## src/rtl/phase_seq.sv

```systemverilog
// phase_seq -- parametrised one-hot phase sequencer.
//
// Steps a one-hot phase register through NPHASE phases (bit 0 = fetch).
// Phases flagged in skip are bypassed for the current instruction. When
// no unskipped phase remains above the current one, the sequencer wraps
// to phase 0 and signals completion. stall holds the current phase.
// restart returns to phase 0. A corrupted (non one-hot) phase register
// also returns to phase 0 and sets a sticky error flag.
//
// Optional feature macro: PHASE_SEQ_RETIRE_CNT_EN
//   defined   : retired counts completed instructions (mod 2^CNTW)
//   undefined : retired is tied to zero and no counter is built
//
// Parameters:
//   NPHASE  number of phases, 2..16
//   CNTW    width of the retired-instruction counter
//
// Ports:
//   clk      system clock, rising edge
//   rst      synchronous active-high reset
//   stall    hold the current phase this cycle
//   restart  abandon the instruction, go to phase 0 next cycle
//   skip     phases to bypass for this instruction (bit 0 ignored)
//   phase    registered one-hot current phase
//   first    phase 0 is active
//   last     the instruction completes this cycle
//   err      sticky flag: phase register was found not one-hot
//   retired  completed-instruction count
module phase_seq #(
    parameter int unsigned NPHASE = 5,
    parameter int unsigned CNTW   = 32
) (
    input  logic              clk,
    input  logic              rst,
    input  logic              stall,
    input  logic              restart,
    input  logic [NPHASE-1:0] skip,
    output logic [NPHASE-1:0] phase,
    output logic              first,
    output logic              last,
    output logic              err,
    output logic [CNTW-1:0]   retired
);

    localparam logic [NPHASE-1:0] PH0 = NPHASE'(1);

    logic              onehot;
    logic              wrap;
    logic [NPHASE-1:0] adv;
    int unsigned       cur_idx;
    logic              skip_unused;

    // Phase 0 is never skipped; the decoder's bit 0 carries no meaning.
    assign skip_unused = skip[0];

    assign onehot = (phase != '0) && ((phase & (phase - PH0)) == '0);

    // Advance target: lowest unskipped phase above the current one,
    // otherwise wrap to phase 0.
    always_comb begin
        cur_idx = 0;
        for (int unsigned i = 0; i < NPHASE; i++) begin
            if (phase[i]) begin
                cur_idx = i;
            end
        end
        adv  = PH0;
        wrap = 1'b1;
        for (int unsigned j = 1; j < NPHASE; j++) begin
            if (wrap && (j > cur_idx) && !skip[j]) begin
                adv    = '0;
                adv[j] = 1'b1;
                wrap   = 1'b0;
            end
        end
    end

    assign first = phase[0];
    assign last  = !rst && !stall && !restart && onehot && wrap;

    always_ff @(posedge clk) begin
        if (rst) begin
            phase <= PH0;
            err   <= 1'b0;
        end else if (!onehot) begin
            phase <= PH0;
            err   <= 1'b1;
        end else if (restart) begin
            phase <= PH0;
        end else if (!stall) begin
            phase <= adv;
        end
    end

`ifdef PHASE_SEQ_RETIRE_CNT_EN
    always_ff @(posedge clk) begin
        if (rst) begin
            retired <= '0;
        end else if (last) begin
            retired <= retired + CNTW'(1);
        end
    end
`else
    assign retired = '0;
`endif

endmodule

```

## config.mk

```make
export PLATFORM = sky130hd
export DESIGN_NAME = phase_seq
export DESIGN_NICKNAME = d
export VERILOG_FILES = /design/src/rtl/phase_seq.sv
export SDC_FILE = /design/constraint.sdc
export NUM_CORES = 1
export LEC_CHECK = 0
export CORE_MARGIN = 8
export CORE_UTILIZATION = 35
export DETAILED_ROUTE_END_ITERATION = 10
export PLACE_DENSITY = 0.92
export RECOVER_POWER = 100
export SYNTH_ARGS = -nofsm -noshare
export SYNTH_HDL_FRONTEND = slang
export SYNTH_SLANG_ARGS = --single-unit
export TNS_END_PERCENT = 50
```

## constraint.sdc

```tcl
create_clock -name clk -period 3.01 [get_ports clk]
set_clock_uncertainty 0.15 [all_clocks]
set_input_delay 0.7525 -clock clk [delete_from_list [all_inputs] [get_ports clk]]
set_output_delay 0.7525 -clock clk [all_outputs]
set_load 0.005 [all_outputs]
```

=== After elaboration in Yosys (flattened, before gate mapping) ===
Cells that the tools add are included.

* Add/subtract/negate cells: 1
* Order comparisons: 4
* Muxes and demuxes: 12
* Bitwise operators: 2
* Reduce and logical (&&, ||, !) cells: 22

{| class="wikitable"
|+ Operator list
! operator !! count
|-
| $gt 2x32->1 const A || 2
|-
| $mux 32 || 2
|-
| $gt 1x32->1 const A || 1
|-
| $gt 3x32->1 const A || 1
|-
| $mux 5 || 3
|-
| $logic_and 1x1->1 || 12
|-
| $logic_not 1->1 || 7
|-
| $and 5x5->5 || 1
|-
| $logic_not 5->1 || 1
|-
| $mux 1 || 5
|-
| $reduce_bool 5->1 || 1
|-
| $sub 5x1->5 const B || 1
|-
| $mux 2 || 2
|-
| $reduce_or 3->1 || 1
|-
| $not 1->1 || 1
|}

* Register bits after elaboration: 6
* Logic and storage cells: 43

=== Logic depth before layout (Yosys ltp) ===
* Depth after elaboration: 17
* Gate-level depth with buffers: 5
* Mapped depth without buffers: 4

=== Worst setup path before layout ===
Ideal clock, no wire load.

* Kind: input to output
* Start point: input skip[1]
* End point: output last
* Arrival: 1.511 ns
* Slack: 0.597 ns
* Stages: 4
* Path buffers: 0
* Cells stage by stage: or2_2 -> a21oi_1 -> nor3_1 -> and2b_2

* Cells in the longest elaborated chain, start to end: 13

{| class="wikitable"
|+ Ends and longest elaborated chain
! item !! line !! text
|-
| start, declared || 37 || <nowiki>input logic [NPHASE-1:0] skip,</nowiki>
|-
| $logic_not 1->1 (*) || 70 || <nowiki>if (wrap && (j > cur_idx) && !skip[j]) begin</nowiki>
|-
| $logic_and 1x1->1 (*) || 70 ||
|-
| $mux 1 (*) || 70 ||
|-
| $logic_and 1x1->1 (2 in series) || 70 ||
|-
| $mux 1 (*) || 70 ||
|-
| $logic_and 1x1->1 (2 in series) || 70 ||
|-
| $mux 1 (*) || 70 ||
|-
| $logic_and 1x1->1 (2 in series) || 70 ||
|-
| $mux 1 (*) || 70 ||
|-
| $logic_and 1x1->1 (*) || 79 || <nowiki>assign last = !rst && !stall && !restart && onehot && wrap;</nowiki>
|-
| end, declared || 40 || <nowiki>output logic last,</nowiki>
|}

Every way passes the cells marked *; elsewhere a longest branch is shown, timed or not.

=== Worst setup path after layout ===
* Start point: input skip[3]
* End point: output last

* Cells in the longest elaborated chain, start to end: 7

{| class="wikitable"
|+ Ends and longest elaborated chain
! item !! line
|-
| $logic_not 1->1 (*) || 70
|-
| $logic_and 1x1->1 (*) || 70
|-
| $mux 1 (*) || 70
|-
| $logic_and 1x1->1 (2 in series) || 70
|-
| $mux 1 (*) || 70
|-
| $logic_and 1x1->1 (*) || 79
|}

Marked as above.

==> results.yml <==
status:
  outcome: "complete, no violations"
critical_path:
  crit_family: "buffers and inverters"
  endpoint: "last"
  crit_slowest_cell: "clkdlybuf4s50_1"
  r2r_start: "phase[0]"
  worstSetupPathDepth: 6
  slowest_delay_ps: 410
  worstSetupPathType: "in -> out"
  crit_fanout: 2
  r2r_cells: 5
  rrSetupSlack_ps: 1030
  worstPathRequired_ps: 2110
  cp-end-kind: "primary output"
  startpoint_type: "input pin"
  timing.rr.end: "phase[0]"
  crit_arrival_ps: 2040
  critPathLaunch: "skip[3]"
  path_buf_inv: 2
  path_cells: "clkdlybuf4s50_1 > or2_4 > a21oi_2 > nor3_2 > and2b_2 > clkdlybuf4s15_1"
timing:
  fmax_mhz: 339.8
  slew_violations: 0
  setup_viol: 0
  worst_slack_ps: 66.73
  min_period_ps: 2943
  finalSetupTns_ps: 0
  period_share_pct: 97.78
  hold_viol: 0
  rsz0062_at_grt: "false"
  timing.hold.ws_ps: 325.8
die:
  die_x_um: 58.20
  core_area_um2: 1708
  initial_core_util_pct: 36.48
  die_area_um2: 3387
  dieHeight_um: 58.20
  fp-row-count: 15
  num_io_pins: 49
clock_tree:
  cts_buffer_depth: 2
  cts.sinks: 6
  cts_tree: "yes"
  h-tree-depth: 1
  clock_tree.root_cell: "clkbuf_4"
  cts_buffers: 3
  postCtsSetupBuffers: 0
  cts-hold-fix-buffers: 0
  clock_latency_ps: 240
  path_clk_slew_ps: 40
worst_hold_path:
  min_path_type: "reg -> reg"
layout:
  design_area_um2: 728.2
  antenna_cells: 0
  syn2layout_area_growth_pct: 16.87
  drive_gt1_share_pct: 17.89
  fin_nets: 106
  multi_input_area_um2: 370.4
  fill_cells: 185
  register_area_um2: 120.1
yosys:
  yosys_warnings: 0
  synth_edf_count: 0
  yosys.cell_count.top_type: "buf_4"
  synth_top_area_share_pct: 39.76
  yosysTopAreaCell: "buf_4"
  synth_area_per_cell_um2: 8.308
  yosys-top-cells-area: "buf_4 (40%), dfxtp_1 (19%), a2111oi_4 (4.4%)"
  async_flop_share_pct: 0
  synthTopCellsByCount: "buf_4 (33), dfxtp_1 (6), nor2_1 (6), a21oi_1 (5)"
  synth_seq_cells: 6
  ys_seq_area_share_pct: 19.28
  syn_area_um2: 623.1
  syn_inst: 75
  ys.flop_type: "dfxtp_1"
  yosysUniqueCellTypes: 25
global_route:
  grt_usage_pct: 8.172
  overflow: 0
  grt_pass1_wl_um: 2097
  grt_pass1_vias: 491
  antenna_found_initial: 0
  grt_max_degree: 10
route:
  wirelength_um: 1315
  drt_iter0_markers: 4
  vias: 479
  wl_per_cell_um: 10.96
  antenna_left: 0
  drc: 0
  routed_via_density: 3.992
  dr.pass1.iters: 4
power_and_ir_drop:
  power.leakage_uw: 0.0003269
  netSwitchingFraction_pct: 27.58
  total_power_uw: 219.9
  comb_power_share_pct: 26.7
  powerDensity_nw_per_um2: 301.9
  internal_power_uw: 159.2
  power_frac_clock_pct: 33.8
  power_frac_seq_pct: 39.5
  power.switching_uw: 60.63
  ir_drop_uv: 100.9
flow_run:
  maxCapViolations: 0
place:
  post-place-ws_ps: -244.9
  numPortBuffers: 15
  gp_congestion: 0.7683
  post-dp-hpwl_um: 1117
  dpl_cell_area_um2: 703.2
==> cell families (layout without fill, tap and decap cells) <==
group / after synthesis / count (layout) / share of synthesized area (%)
buffers and inverters: 35 / 24 / 42.17
AND/OR/NAND/NOR: 21 / 21 / 19.68
AO/OA/AOI/OAI: 11 / 11 / 16.87
flip-flops: 6 / 6 / 19.28
other: 1 / 32 / 0.6018
XOR/XNOR: 1 / 1 / 1.406
==> cell type report <==
type	instances	area share, %
clock buffer	3	3.093
multi-input combinational	65	50.86
sequential	6	16.49
tap	25	4.296
timing repair buffer	21	25.26
==> stage by stage <==
stage	std cells	utilization (%)
after floorplan	106	-
after global placement	117	41.17
after detailed placement	117	41.17
after CTS	120	43.30
after global routing	120	42.64
final	120	42.64
==> routing by layer <==
| metal | wire length, um | part of all wire (%) | global-route usage (%) |
|---|---|---|---|
| met1 | 473 | 36 | 6.849 |
| met2 | 661 | 50 | 14.49 |
| met3 | 155 | 12 | 4.636 |
| met4 | 23 | 1.7 | 5.245 |
| met5 | 0 | 0 | 0 |
==> power by group through the flow <==
stage,combinational (uW),sequential (uW),clock [uW]
detailed placement,58.1,88.5,0
global placement,56.5,88.2,0
finish,58.7,86.8,74.3
CTS,60.5,87.0,77.3
floorplan,63.1,88.1,0
global route,65.6,87.4,80.1
==> registers in the layout, indices dropped and copies added, names as in the netlist <==
name / cells
err: 1
phase: 5
==> what timing repair did <==
| action | CTS | global route |
|---|---|---|
| pin swaps | 2 | 2 |
| endpoints found under the setup margin | 1 | 1 |
| gates resized for setup | 5 | 3 |
==> layout by cell type (no fill, tap or decap), drive strengths merged, types with 2 or more instances in the layout <==
master         netlist  layout
dlygate4sd3          0       7
clkdlybuf4s50        0       7
nor2                 6       6
a21oi                5       5
or3                  3       3
buf                 34       3
conb                 1      32
or2                  2       2
nand2                2       2
dfxtp                6       6
clkbuf               1       6
nor3                 2       2
==> worst min-delay path by stage <==
stage,depth (start not counted),end,start,slack (ps)
finish,1,err,err,330
detailed placement,1,err,err,320
floorplan,1,err,err,330
global placement,1,err,err,320
CTS,1,err,err,330
global route,1,err,err,350
No activity file was read; power rests on OpenSTA's default activity.
